## src/rtl/program_loader.sv

```systemverilog
// Byte-stream program loader: parses {id, len_lo, len_hi, 4*LEN data bytes} frames
// and writes little-endian 32-bit words into per-agent program memories.
// Optional trailing XOR checksum byte when PROGRAM_LOADER_CHECKSUM_EN is defined.
module program_loader #(
  parameter int NUM_AGENTS = 5,
  parameter int ADDR_W     = 16
) (
  input  logic                  clk,
  input  logic                  rst,
  input  logic                  s_valid,
  input  logic [7:0]            s_data,
  output logic                  s_ready,
  output logic [NUM_AGENTS-1:0] mem_we,
  output logic [ADDR_W-1:0]     mem_addr,
  output logic [31:0]           mem_wdata,
  output logic [NUM_AGENTS-1:0] hold,
  output logic                  done,
  output logic                  err
);

  typedef enum logic [2:0] {
    IDLE,
    LEN_LO,
    LEN_HI,
    DATA,
`ifdef PROGRAM_LOADER_CHECKSUM_EN
    CHK,
`endif
    DONE
  } state_t;

  state_t                state_q, state_d;
  logic                  fire;
  logic                  word_last;
  logic                  len_zero;
  logic [NUM_AGENTS-1:0] id_onehot;

  logic [7:0]            len_lo_q;
  logic [15:0]           rem_q;        // words still to be written in this frame
  logic [1:0]            byte_idx_q;   // byte position within the current word
  logic [23:0]           wbuf_q;       // first three bytes of the current word
  logic [ADDR_W-1:0]     word_cnt_q;   // address of the next word to write
  logic [NUM_AGENTS-1:0] mask_q;       // one-hot target agent; zero for a bad id
  logic                  id_ok_q;
`ifdef PROGRAM_LOADER_CHECKSUM_EN
  logic [7:0]            csum_q;
`endif
  logic [NUM_AGENTS-1:0] mem_we_q;
  logic [ADDR_W-1:0]     mem_addr_q;
  logic [31:0]           mem_wdata_q;
  logic [NUM_AGENTS-1:0] hold_q;
  logic                  err_q;

  // The DONE cycle is a one-cycle bubble; nothing is accepted while in reset.
  assign s_ready   = ~rst & (state_q != DONE);
  assign fire      = s_valid & s_ready;
  assign word_last = (byte_idx_q == 2'd3) && (rem_q == 16'd1);
  assign len_zero  = ({s_data, len_lo_q} == 16'd0);

  // Decode the incoming byte as an agent id; out-of-range ids decode to all zeros.
  always_comb begin
    id_onehot = '0;
    for (int k = 0; k < NUM_AGENTS; k++) begin
      if (32'(s_data) == k) id_onehot[k] = 1'b1;
    end
  end

  // State register.
  always_ff @(posedge clk) begin
    if (rst) state_q <= IDLE;
    else     state_q <= state_d;
  end

  // Next-state logic; gaps in s_valid simply hold the current state.
  always_comb begin
    state_d = state_q;
    case (state_q)
      IDLE:   if (fire) state_d = LEN_LO;
      LEN_LO: if (fire) state_d = LEN_HI;
      // An empty program finishes immediately, with no checksum byte either.
      LEN_HI: if (fire) state_d = len_zero ? DONE : DATA;
      DATA: begin
        if (fire && word_last) begin
`ifdef PROGRAM_LOADER_CHECKSUM_EN
          state_d = CHK;
`else
          state_d = DONE;
`endif
        end
      end
`ifdef PROGRAM_LOADER_CHECKSUM_EN
      // A bad checksum abandons the frame without a done pulse.
      CHK:    if (fire) state_d = (s_data == csum_q) ? DONE : IDLE;
`endif
      DONE:   state_d = IDLE;
      default: state_d = IDLE;
    endcase
  end

  // Frame datapath: id/length capture, word assembly, memory writes, hold and error flags.
  always_ff @(posedge clk) begin
    if (rst) begin
      len_lo_q    <= '0;
      rem_q       <= '0;
      byte_idx_q  <= '0;
      wbuf_q      <= '0;
      word_cnt_q  <= '0;
      mask_q      <= '0;
      id_ok_q     <= 1'b0;
`ifdef PROGRAM_LOADER_CHECKSUM_EN
      csum_q      <= '0;
`endif
      mem_we_q    <= '0;
      mem_addr_q  <= '0;
      mem_wdata_q <= '0;
      hold_q      <= '0;
      err_q       <= 1'b0;
    end else begin
      mem_we_q <= '0;
      // Release the agent in the same cycle that done pulses.
      if (state_d == DONE && state_q != DONE && id_ok_q) begin
        hold_q <= hold_q & ~mask_q;
      end
      if (fire) begin
        case (state_q)
          IDLE: begin
            mask_q     <= id_onehot;
            id_ok_q    <= |id_onehot;
            byte_idx_q <= '0;
            word_cnt_q <= '0;
`ifdef PROGRAM_LOADER_CHECKSUM_EN
            csum_q     <= '0;
`endif
            if (|id_onehot) hold_q <= hold_q | id_onehot;
            else            err_q  <= 1'b1;
          end
          LEN_LO: len_lo_q <= s_data;
          LEN_HI: rem_q    <= {s_data, len_lo_q};
          DATA: begin
`ifdef PROGRAM_LOADER_CHECKSUM_EN
            csum_q     <= csum_q ^ s_data;
`endif
            byte_idx_q <= byte_idx_q + 2'd1;
            if (byte_idx_q == 2'd3) begin
              // mask_q is zero for a bad id, so that frame never writes.
              mem_we_q    <= mask_q;
              mem_addr_q  <= word_cnt_q;
              mem_wdata_q <= {s_data, wbuf_q};
              word_cnt_q  <= word_cnt_q + 1'b1;
              rem_q       <= rem_q - 16'd1;
            end else begin
              wbuf_q[{byte_idx_q, 3'b000} +: 8] <= s_data;
            end
          end
`ifdef PROGRAM_LOADER_CHECKSUM_EN
          CHK: if (s_data != csum_q) err_q <= 1'b1;
`endif
          default: ;
        endcase
      end
    end
  end

  // Outputs read as zero while reset is held, even before the first reset edge.
  assign mem_we    = rst ? '0 : mem_we_q;
  assign mem_addr  = rst ? '0 : mem_addr_q;
  assign mem_wdata = rst ? '0 : mem_wdata_q;
  assign hold      = rst ? '0 : hold_q;
  assign err       = rst ? 1'b0 : err_q;
  assign done      = ~rst & (state_q == DONE) & id_ok_q;

endmodule

```

## config.mk

```make
export PLATFORM = sky130hd
export DESIGN_NAME = program_loader
export DESIGN_NICKNAME = d
export VERILOG_FILES = /design/src/rtl/program_loader.sv
export SDC_FILE = /design/constraint.sdc
export NUM_CORES = 1
export LEC_CHECK = 0
export ABC_AREA = 1
export ABC_CLOCK_PERIOD_IN_PS = 1500
export BUFFER_PORTS_ARGS = -buffer_cell sky130_fd_sc_hd__buf_2
export CAP_MARGIN = 20
export CORE_ASPECT_RATIO = 1.2
export CORE_MARGIN = 2
export CORE_UTILIZATION = 52
export CTS_CLUSTER_SIZE = 12
export DETAILED_ROUTE_END_ITERATION = 6
export PLACE_DENSITY = 0.76
export SYNTH_ARGS = -nofsm -noshare
export SYNTH_HDL_FRONTEND = slang
export SYNTH_SLANG_ARGS = --single-unit
```

## constraint.sdc

```tcl
create_clock -name clk -period 1.5 [get_ports clk]
set_clock_uncertainty 0.05 [all_clocks]
set_input_delay 0.15 -clock clk [delete_from_list [all_inputs] [get_ports clk]]
set_output_delay 0.15 -clock clk [all_outputs]
set_load 0.05 [all_outputs]
```

# Yosys cells after proc, flatten, opt, wreduce, memory -nomap -nowiden
# Index checks and enable logic that the tools add are counted.
[totals]
regBits = 134
in_bits = 11
out_inout_bits = 61
word_cells = 89
[op_classes]
add_sub_neg = 4
n_eq_ne = 13
shifts = 2
mux = 26
bitwise = 12
reduce_logical = 19
[ops]
columns = ["operator", "count"]
rows = [
  ["16-bit one-hot mux with 2 select lines", 2],
  ["16-bit 2-to-1 mux", 3],
  ["32-bit 2-to-1 mux", 1],
  ["5-bit 2-to-1 mux", 6],
  ["24-bit bitwise mux", 1],
  ["8-bit by 7-bit variable shift with 24-bit output (first input constant)", 1],
  ["8-bit by 7-bit variable part select with 24-bit output", 1],
  ["16-bit by 1-bit adder with 16-bit output (second input constant)", 1],
  ["16-bit by 1-bit equality test with 1-bit output (second input constant)", 1],
  ["8-bit by 2-bit equality test with 1-bit output (second input constant)", 2],
  ["16-bit logical NOT", 1],
  ["16-bit by 1-bit subtractor with 16-bit output (second input constant)", 1],
  ["3-bit 2-to-1 mux", 5],
  ["3-bit AND reduction", 5],
  ["3-bit one-hot mux with 4 select lines", 1],
  ["8-bit by 1-bit equality test with 1-bit output (second input constant)", 1],
  ["8-bit by 3-bit equality test with 1-bit output (second input constant)", 1],
  ["8-bit logical NOT", 1],
  ["5-bit negator with 7-bit output", 1],
  ["3-bit by 2-bit equality test with 1-bit output (second input constant)", 2],
  ["3-bit equality test (second input constant)", 2],
  ["1-bit 2-to-1 mux", 6],
  ["2-bit AND reduction", 3],
  ["5-bit bitwise AND", 1],
  ["other kinds (15)", 26],
]

# Longest topological paths before layout
# Gate-level depths: netlist of the first run.
[logic_depth]
word_depth = 13
mapped_depth = 11
ltp_nobuf = 11

# Worst setup path before layout of the first run
# Ideal clock, no wire load.
[synth_timing]
path_type = "reg2out"
startpoint = "register state_q[1]"
endpoint = "output port done"
arrival_time_ns = 1.621
required_ns = 1.300
setup_slack_ns = -0.321
path_stages_with_launch = 4
path_buffers = 0
cell_sequence = "dfxtp_1 -> nor2_2 -> nand2_2 -> nor3_1"
[synth_via]
elab_chain_cells = 3
[synth_lines]
columns = ["item", "line", "source"]
rows = [
  ["start: declaration", "32", "state_t state_q, state_d;"],
  ["start signal: assignment", "71", "else state_q <= state_d;"],
  ["3-bit equality test", "170", "assign done = ~rst & (state_q == DONE) & id_ok_q;"],
  ["1-bit bitwise AND (2 in a row)", "170", ""],
  ["end: declaration", "17", "output logic done,"],
]
# No other way between the ends.

# Worst setup path after layout of the first run
[layout_timing]
startpoint = "register state_q[0]"
endpoint = "register mem_addr_q[12]"
[layout_via]
elab_chain_cells = 4
word_cells_on_any_way = 5
cone_classes = "eq/ne (2); bitwise (2); reduce/logical (1)"
[layout_lines]
columns = ["item", "line", "source"]
rows = [
  ["3-bit inequality test", "55", "assign s_ready = ~rst & (state_q != DONE);"],
  ["1-bit bitwise AND", "55", ""],
  ["1-bit bitwise AND", "56", "assign fire = s_valid & s_ready;"],
  ["3-bit AND reduction (no line) *", "n/a", ""],
  ["end signal: assignment", "147", "mem_addr_q <= word_cnt_q;"],
  ["end: declaration", "49", "logic [ADDR_W-1:0] mem_addr_q;"],
]
# Every way passes the cells marked *; elsewhere a longest branch is shown, timed or not.
# A chain may end at the register's enable or synchronous reset.

==> flow_summary_export.csv, run 1 <==
group,metric,value,unit
logic_synthesis,syn-num-nets,989,
global_routing,grt_max_degree,49,
logic_synthesis,synth_area,6540,um2
route,via_per_inst,5.47,
floorplan,core_area,12200,um2
floorplan,die_x,106,um
route,drtIter0Drc,525,
sta,layout_min_cycle_time,1.75,ns
placed_design,gp_congestion,0.900,
sta,finalCritPeriodShare,1.16,
global_routing,grt_pass1_vias,6570,
sta,fin_ws,-0.246,ns
route,firstDrtPassIters,6,
status,run_status,"finished with violations",
worst_setup_path,startpoint_type,"flop",
power,power.leakage,3.97,nW
cells_and_area,drive_gt1_frac,0.327,
cells_and_area,area_growth,40.0,%
sta,tightestPinTransition,0.583,ns
clock_network,h-tree-depth,4,
route,vias,7161,
logic_synthesis,ys_ff_latch,134,
route,drt_wl_total,21700,um
sta,timing.final.hold_violations,0,
sta,clock.fmax,573,MHz
power,worst_ir_drop_vdd,0.803,mV
sta,setup_viol,112,
worst_setup_path,cp.required,1.79,ns
power,power_density,921,nW/um2
logic_synthesis,yosysSeqAreaShare,0.410,
route,ant_nets,0,
route,wl_per_cell,16.6,um
global_routing,grt.overflow.total,0,
cells_and_area,final_common_cell,"nor2_1",
cells_and_area,layout_common_cells,"231 x nor2_1, 128 x nand2_1, 126 x dfxtp_1, 115 x inv_1, 80 x buf_4",
sta,slew_violations,0,
clock_network,numCtsBuffers,17,
sta,rsz0062_at_grt,"true",
clock_network,clock_path_buffers,2,
clock_network,cts_tree,"done",
cells_and_area,n_antenna_cell,0,
min_path,hp-class,"in -> reg",
floorplan,die_area,13500,um2
route,drc_errors,0,
cells_and_area,nNetsFinal,1153,
placed_design,placed_cells,1248,
flow_run,max-cap-violations,0,
sta,finalSetupTns,-12.12,ns
clock_network,clk_pin_slew_worst_paths,0.06,ns
global_routing,track_usage,0.279,
floorplan,initial_core_util,0.537,
sta,hold-worst-slack,0.0709,ns
status,violations,"negative setup slack",
clock_network,clk_latency,0.42,ns
logic_synthesis,synth_area_per_cell,6.74,um2
clock_network,root_buffer,"clkbuf_16",
logic_synthesis,synth_cells,970,
worst_setup_path,end_kind,"flop",
clock_network,cts_sinks,134,
cells_and_area,fin_util,0.752,
sta,relSlewSlack,0.610,
floorplan,die_h,127,um
placed_design,io_buffer_count,71,
logic_synthesis,yosys_warnings,0,
logic_synthesis,synth_cell_types,36,
global_routing,grt_pass1_wl,30100,um
placed_design,hpwl,11400,um
worst_setup_path,crit_fanout,5,
floorplan,row_count,44,
global_routing,antenna_found_initial,0,
floorplan,boundaryPins,72,
worst_setup_path,crit_type,"reg -> reg",
worst_setup_path,critPathArrivalTime,2.04,ns
cells_and_area,final_cells,1308,
[sequential cells by signal (all words and copies together), names as in the netlist]
| signal | flops |
|---|---|
| mem_addr_q | 16 |
| rem_q | 16 |
| word_cnt_q | 16 |
| len_lo_q | 8 |
| mem_we_q | 5 |
| hold_q | 5 |
| state_q | 3 |
| byte_idx_q | 2 |
| id_ok_q | 1 |
| mask_q | 5 |
| wbuf_q | 24 |
| mem_wdata_q | 32 |
| err_q | 1 |
[cells in the mapped netlist]
library cell / instances / share of area
a211oi_1: 1 / 0.0011
a21oi_1: 53 / 0.041
a21oi_2: 22 / 0.029
a31oi_1: 2 / 0.0019
and2_1: 1 / 0.00096
buf_1: 1 / 0.00057
buf_12: 3 / 0.0092
buf_2: 9 / 0.0069
buf_4: 3 / 0.0034
buf_6: 3 / 0.0052
buf_8: 2 / 0.0046
clkbuf_1: 15 / 0.0086
dfxtp_1: 134 / 0.41
ha_1: 8 / 0.015
inv_1: 125 / 0.072
inv_2: 8 / 0.0046
nand2_1: 138 / 0.079
nand2_2: 6 / 0.0057
nand3_1: 44 / 0.034
nand3_4: 2 / 0.0054
nand3b_1: 1 / 0.0011
nand4_1: 18 / 0.017
nor2_1: 279 / 0.16
nor2_2: 11 / 0.011
nor2_4: 5 / 0.0086
nor2b_1: 1 / 0.00096
nor3_1: 15 / 0.011
o211ai_1: 5 / 0.0057
o21a_1: 2 / 0.0023
o21ai_0: 44 / 0.034
o21ai_1: 1 / 0.00076
o21ai_2: 1 / 0.0013
o22ai_1: 4 / 0.0038
or2_2: 1 / 0.00096
xnor2_1: 1 / 0.0013
xor2_1: 1 / 0.0013
[cells by family after synthesis]
| family | Yosys count | synth area share |
|---|---|---|
| and+or+nand+nor | 522 | 0.336 |
| buffers and inverters | 169 | 0.115 |
| xor gates and xnor gates | 2 | 0.00268 |
| AOI/OAI and AO/OA | 135 | 0.121 |
| adders and majority gates | 8 | 0.0153 |
| DFF | 134 | 0.410 |
[worst paths after layout]
check / slack, ns / start / depth (start not counted) / end
max: -0.25 / state_q[0] / 11 / mem_addr_q[12]
min: 0.07 / s_data[1] / 3 / mask_q[3]
max reg2reg: -0.25 / state_q[0] / 11 / mem_addr_q[12]
min reg2reg: 0.41 / wbuf_q[4] / 2 / mem_wdata_q[4]
[worst max-delay path, cell delays in order, from the launching register on]
cell and delay [ns]:
dfxtp_4 0.39, nor2_4 0.04, nand2_2 0.10, nand3_4 0.13, nor2_4 0.14, inv_2 0.07
nor2_4 0.16, buf_6 0.15, buf_6 0.13, buf_12 0.12, nor2_4 0.03, a21oi_2 0.15
[metrics by stage]
| stage | setup slack, ns | area (um2) | total power [mW] |
|---|---|---|---|
| after floorplan | -0.111 | 6590 | 3.92 |
| after detailed placement | -0.125 | 7580 | 4.11 |
| after CTS | -0.101 | 8730 | 8.35 |
| after global placement | -0.0887 | 7580 | 4.10 |
| final | -0.246 | 9150 | 8.43 |
| after global routing | -0.293 | 9150 | 8.62 |
[report_power, final]
part | switching (mW) | total (mW) | internal [mW]
Clock | 1.66 | 4.28 | 2.62
Sequential | 0.0180 | 3.59 | 3.57
Combinational | 0.358 | 0.560 | 0.202
[per-layer routing]
layer,vias to the layer above,share of wire,track usage
met5,-,0,0
met4,0,0.049,0.109
met3,99,0.064,0.0550
met2,363,0.51,0.517
met1,3321,0.38,0.309
li1,3378,-,-
[repair_timing]
item | 4_1_cts | 5_1_grt
buffers inserted | 11 | 10
gates resized for setup | 82 | 123
gates cloned | 8 | 3
hold buffers | 1 | 0
hold endpoints to repair | 1 | 0
endpoints found under the setup margin | 106 | 137
pin swaps | 30 | 22
[layout make-up]
| type | instances | area [um2] |
|---|---|---|
| sequential | 134 | 2700 |
| multi-input combinational | 668 | 3590 |
| timing repair inverter | 1 | 3.75 |
| clock buffer | 20 | 468 |
| tap | 161 | 201 |
| clock inverter | 12 | 141 |
| fill | 792 | 3010 |
| inverter | 133 | 529 |
| timing repair buffer | 179 | 1520 |
Note: power is estimated with default switching activity, not from simulation.
==> run 2: changes to the inputs <==
CORE_ASPECT_RATIO = 2   (was 1.2)
CORE_UTILIZATION = 50   (was 52)
PLACE_DENSITY = 0.73   (was 0.76)
==> flow_summary_export.csv, run 2 (synthesis gave the netlist of run 1 again) <==
group,metric,value,unit
route,vias,7518,
floorplan,core_area,12900,um2
clock_network,cts_tree,"done",
worst_setup_path,cp_cell_sequence,"buf_4 -> inv_2 -> ha_4 -> nor2_1 -> nand2_2 -> o21ai_0 -> nand2_1 -> nor2_1",
cells_and_area,largest_register_ff_count,32,
clock_network,h-tree-depth,4,
worst_setup_path,end_kind,"flop",
worst_setup_path,cpMostUsedCell,"nor2_1",
status,violations,"design-rule violations, negative setup slack",
cells_and_area,drive_gt1_frac,0.370,
global_routing,grt_pass1_wl,32000,um
placed_design,dpl-instance-area,7640,um2
sta,fin_ws,-0.214,ns
sta,finalSetupTns,-11.47,ns
global_routing,antenna_found_initial,0,
clock_network,clk_latency,0.43,ns
floorplan,die_x,84.9,um
route,drc_errors,3,
cells_and_area,regMostFlops,"mem_wdata_q",
cells_and_area,nNetsFinal,1175,
cells_and_area,layout_common_cells,"218 x nor2_1, 126 x dfxtp_1, 125 x nand2_1, 115 x inv_1, 97 x buf_4",
min_path,whs_path_depth,3,
clock_network,clock_path_buffers,2,
floorplan,die_area,14100,um2
clock_network,clk_pin_slew_worst_paths,0.06,ns
cells_and_area,final_cell_area,9580,um2
sta,tightestPinTransition,0.540,ns
sta,clock.fmax,583,MHz
worst_setup_path,crit_type,"reg -> reg",
worst_setup_path,rr_worst_depth,8,
flow_run,max-cap-violations,0,
floorplan,initial_core_util,0.506,
sta,rsz0062_at_grt,"true",
worst_setup_path,rrSetupSlack,-0.21,ns
global_routing,grt_max_degree,39,
clock_network,hold_buffers,0,
worst_setup_path,max_stage_delay,0.33,ns
route,drtIter0Drc,732,
sta,relSlewSlack,0.639,
min_path,hp-class,"in -> reg",
worst_setup_path,cp.required,1.80,ns
status,run_status,"finished with violations",
worst_setup_path,crit_fanout,8,
placed_design,gp_congestion,0.922,
floorplan,die_h,166,um
floorplan,row_count,59,
sta,finalCritPeriodShare,1.14,
route,ant_nets,0,
route,firstDrtPassIters,7,
placed_design,io_buffer_count,71,
global_routing,grt.overflow.total,0,
worst_setup_path,critPathArrivalTime,2.02,ns
power,power.leakage,4.15,nW
worst_setup_path,crit_buf_inv,2,
worst_setup_path,cp_slowest_cell,"dfxtp_2",
clock_network,root_buffer,"clkbuf_16",
cells_and_area,area_growth,46.5,%
cells_and_area,fin_util,0.742,
sta,timing.final.hold_violations,0,
route,via_per_inst,5.69,
worst_setup_path,reg2reg_from,"byte_idx_q[0]",
worst_setup_path,startpoint_type,"flop",
sta,slew_violations,0,
cells_and_area,final_common_cell,"nor2_1",
clock_network,numCtsBuffers,17,
power,power_density,882,nW/um2
route,wl_per_cell,18.0,um
worst_setup_path,cp.depth,8,
sta,layout_min_cycle_time,1.71,ns
min_path,min-delay-start,"s_data[5]",
placed_design,hpwl,12800,um
global_routing,track_usage,0.287,
sta,hold-worst-slack,0.0598,ns
floorplan,boundaryPins,72,
sta,setup_viol,128,
power,worst_ir_drop_vdd,0.929,mV
worst_setup_path,reg2reg_to,"wbuf_q[5]",
cells_and_area,largestRegisters,"mem_wdata_q (32), wbuf_q (24)",
clock_network,cts_sinks,134,
min_path,hold_end,"mem_wdata_q[29]",
global_routing,grt_pass1_vias,6842,
worst_setup_path,path_delay_family,"simple AND/OR/NAND/NOR gates",
cells_and_area,n_antenna_cell,0,
route,drt_wl_total,23800,um
run 2: cell count changes in the layout (fill, tap and decap cells not counted), moves of 4 or more:
cell / before / now
a21oi_1: 48 / 39
a21oi_2: 27 / 34
buf_4: 80 / 97
inv_4: 6 / 1
inv_8: 0 / 4
nand2_8: 1 / 5
nor2_1: 231 / 218
nor2_2: 45 / 50
nor2_4: 20 / 28
o21ai_0: 17 / 13
o21ai_1: 22 / 18
o21ai_2: 6 / 14
run 2: worst max-delay path by stage:
stage | end | startpoint | slack (ns)
after CTS | done | state_q[1] | -0.11
final | wbuf_q[5] | byte_idx_q[0] | -0.21
after detailed placement | wbuf_q[6] | byte_idx_q[0] | -0.14
after global routing | mem_wdata_q[1] | state_q[0] | -0.27
after floorplan | err | rst | -0.11
after global placement | rem_q[7] | state_q[0] | -0.09
run 2: final cells by class:
cell class | count | area, um2
clock inverters | 13 | 149
repair buffers | 198 | 1720
multi-input cells | 671 | 3830
well taps | 152 | 190
repair inverters | 1 | 11.3
fillers | 855 | 3340
flip-flops and latches | 134 | 2700
inverters | 133 | 543
clock buffers | 19 | 443
run 2: per-layer routing:
metal / share of wire / global-route usage / vias to the layer above / wire length (um)
li1: - / - / 3429 / -
met1: 0.32 / 0.272 / 3466 / 7710
met2: 0.53 / 0.532 / 451 / 12600
met3: 0.067 / 0.0523 / 172 / 1590
met4: 0.080 / 0.208 / 0 / 1890
met5: 0 / 0 / - / 0
run 2: power by group:
part | internal [mW] | switching [mW]
Clock | 2.51 | 1.70
Sequential | 3.57 | 0.0172
Combinational | 0.250 | 0.404
run 2: worst reg2reg max path: cells and delay by family (launching register included):
kind / cells / cell delay [ns]
DFF: 1 / 0.33
adders and majority gates: 1 / 0.24
buffers and inverters: 2 / 0.26
and+or+nand+nor: 4 / 0.54
AOI/OAI and AO/OA: 1 / 0.21
run 2: what timing repair did:
action / in CTS / in global routing
setup endpoints to repair: 119 / 139
pin swaps: 26 / 26
setup buffers: 18 / 12
cloned: 9 / 6
gates resized for setup: 127 / 145
hold endpoints to repair: 0 / 0
run 2: through the flow:
stage               std cells  setup slack, ns  total power [mW]
floorplan                 970           -0.111              3.92
global placement         1248          -0.0878              4.12
detailed placement       1248           -0.144              4.13
CTS                      1307           -0.115              8.27
global route             1321           -0.265              8.65
finish                   1321           -0.214              8.45
==> run 3: changes to the inputs <==
==> constraint.sdc (replaced) <==
create_clock -name clk -period 1.5 [get_ports clk]
set_clock_uncertainty 0.05 [all_clocks]
set_input_delay 0.075 -clock clk [delete_from_list [all_inputs] [get_ports clk]]
set_output_delay 0.075 -clock clk [all_outputs]
set_load 0.05 [all_outputs]
==> flow_summary_export.csv, run 3 (synthesis gave the netlist of run 1 again) <==
group,metric,value,unit
cells_and_area,layout_common_cells,"227 x nor2_1, 127 x dfxtp_1, 125 x nand2_1, 114 x inv_1, 88 x buf_4",
route,ant_nets,0,
clock_network,clk_latency,0.42,ns
status,run_status,"finished with violations",
sta,clock.fmax,577,MHz
worst_setup_path,rr_worst_depth,9,
clock_network,h-tree-depth,4,
cells_and_area,final_cell_area,9390,um2
route,vias,7312,
cells_and_area,area_growth,43.6,%
floorplan,boundaryPins,72,
route,wl_per_cell,17.0,um
sta,relSlewSlack,0.654,
sta,finalSetupTns,-11.81,ns
floorplan,die_h,166,um
sta,layout_min_cycle_time,1.73,ns
sta,hold-worst-slack,0.0785,ns
floorplan,core_area,12900,um2
worst_setup_path,path_delay_family,"simple AND/OR/NAND/NOR gates",
sta,timing.final.hold_violations,0,
worst_setup_path,reg2reg_from,"state_q[0]",
global_routing,grt.overflow.total,0,
status,violations,"negative setup slack",
power,totalPowerFinal,8.47,mW
worst_setup_path,cpMostUsedCell,"nand3_4",
cells_and_area,largestRegisters,"mem_wdata_q (32), wbuf_q (24)",
cells_and_area,final_cells,1314,
worst_setup_path,startpoint_type,"flop",
worst_setup_path,cp_cell_sequence,"buf_6 -> nand3_4 -> inv_4 -> nand2_4 -> nand3_4 -> nor2_4 -> buf_8 -> o21ai_2 -> a31oi_1",
worst_setup_path,critPathArrivalTime,2.01,ns
clock_network,clk_pin_slew_worst_paths,0.06,ns
route,drc_errors,0,
cells_and_area,largest_register_ff_count,32,
floorplan,die_x,84.9,um
worst_setup_path,reg2reg_to,"rem_q[2]",
power,power_density,902,nW/um2
worst_setup_path,rrSetupSlack,-0.23,ns
cells_and_area,regMostFlops,"mem_wdata_q",
power,power.leakage,4.07,nW
global_routing,antenna_found_initial,0,
global_routing,grt_pass1_wl,29400,um
placed_design,dpl-instance-area,7620,um2
worst_setup_path,cp.required,1.78,ns
flow_run,max-cap-violations,0,
worst_setup_path,crit_buf_inv,3,
cells_and_area,n_antenna_cell,0,
floorplan,die_area,14100,um2
min_path,hold_end,"rem_q[12]",
floorplan,initial_core_util,0.506,
sta,tightestPinTransition,0.518,ns
global_routing,track_usage,0.261,
power,worst_ir_drop_vdd,1.11,mV
sta,setup_viol,133,
route,via_per_inst,5.56,
cells_and_area,final_common_cell,"nor2_1",
cells_and_area,nNetsFinal,1170,
sta,fin_ws,-0.232,ns
route,drtIter0Drc,590,
worst_setup_path,end_kind,"flop",
placed_design,hpwl,12900,um
route,firstDrtPassIters,6,
worst_setup_path,crit_fanout,8,
floorplan,row_count,59,
placed_design,placed_cells,1245,
min_path,min-delay-start,"s_data[4]",
worst_setup_path,crit_type,"reg -> reg",
global_routing,grt_pass1_vias,6511,
worst_setup_path,cp_slowest_cell,"dfxtp_4",
clock_network,numCtsBuffers,17,
global_routing,grt_max_degree,54,
placed_design,io_buffer_count,71,
clock_network,cts_tree,"done",
route,drt_wl_total,22300,um
cells_and_area,drive_gt1_frac,0.363,
cells_and_area,fin_util,0.727,
placed_design,gp_congestion,0.983,
worst_setup_path,max_stage_delay,0.36,ns
min_path,whs_path_depth,4,
clock_network,cts_sinks,134,
sta,slew_violations,0,
sta,rsz0062_at_grt,"true",
placed_design,dp_slack,-0.142,ns
clock_network,root_buffer,"clkbuf_16",
sta,finalCritPeriodShare,1.15,
min_path,hp-class,"in -> reg",
clock_network,clock_path_buffers,2,
==> run 3: cell types whose count changed in the layout (fill, tap and decap cells not counted), sizes merged <==
cell	previous run	this run
dlygate4sd3	0	1
nand2	147	146
clkbuf	28	22
nor2	296	295
inv	135	134
bufinv	2	3
==> run 3: per-layer routing <==
layer / track usage / up-vias / routed length, um
met1: 0.259 / 3372 / 7440
met2: 0.479 / 401 / 11700
met5: 0 / - / 0
met3: 0.0468 / 136 / 1480
li1: - / 3403 / -
met4: 0.172 / 0 / 1710
==> run 3: final cells by class <==
cell class | count | area, um2
Timing Repair Buffer | 193 | 1570
Clock buffer | 19 | 443
Fill cell | 885 | 3530
Inverter | 133 | 557
Timing Repair inverter | 3 | 26.3
Multi-Input combinational cell | 669 | 3750
Sequential cell | 134 | 2700
Tap cell | 152 | 190
Clock inverter | 11 | 151
==> run 3: worst max path at each step <==
stage | startpoint | to | slack, ns | depth (start not counted)
5_1_grt | state_q[0] | rem_q[2] | -0.30 | 9
4_1_cts | state_q[0] | done | -0.06 | 5
3_3_place_gp | byte_idx_q[0] | wbuf_q[6] | -0.10 | 8
6_report | state_q[0] | rem_q[2] | -0.23 | 9
2_1_floorplan | rst | mem_addr_q[11] | -0.03 | 5
3_5_place_dp | state_q[0] | mem_wdata_q[26] | -0.14 | 10
==> run 3: worst reg2reg max path: stages (launching register included) <==
cell and delay, ns:
dfxtp_4 0.36, buf_6 0.13, nand3_4 0.12, inv_4 0.07, nand2_4 0.09, nand3_4 0.08
nor2_4 0.25, buf_8 0.19, o21ai_2 0.06, a31oi_1 0.24
==> run 3: where the power goes <==
part	switching (mW)	total, mW	leakage [nW]	internal, mW
registers	0.0177	3.59	1.08	3.57
logic	0.392	0.631	2.71	0.239
clock network	1.61	4.25	0.278	2.64
==> run 3: what timing repair did <==
action | in CTS | in global routing
hold endpoints to repair | 1 | 0
setup endpoints to repair | 117 | 135
cloned | 1 | 8
hold buffers | 1 | 0
pin swaps | 5 | 37
gates resized for setup | 63 | 195
setup buffers | 14 | 17
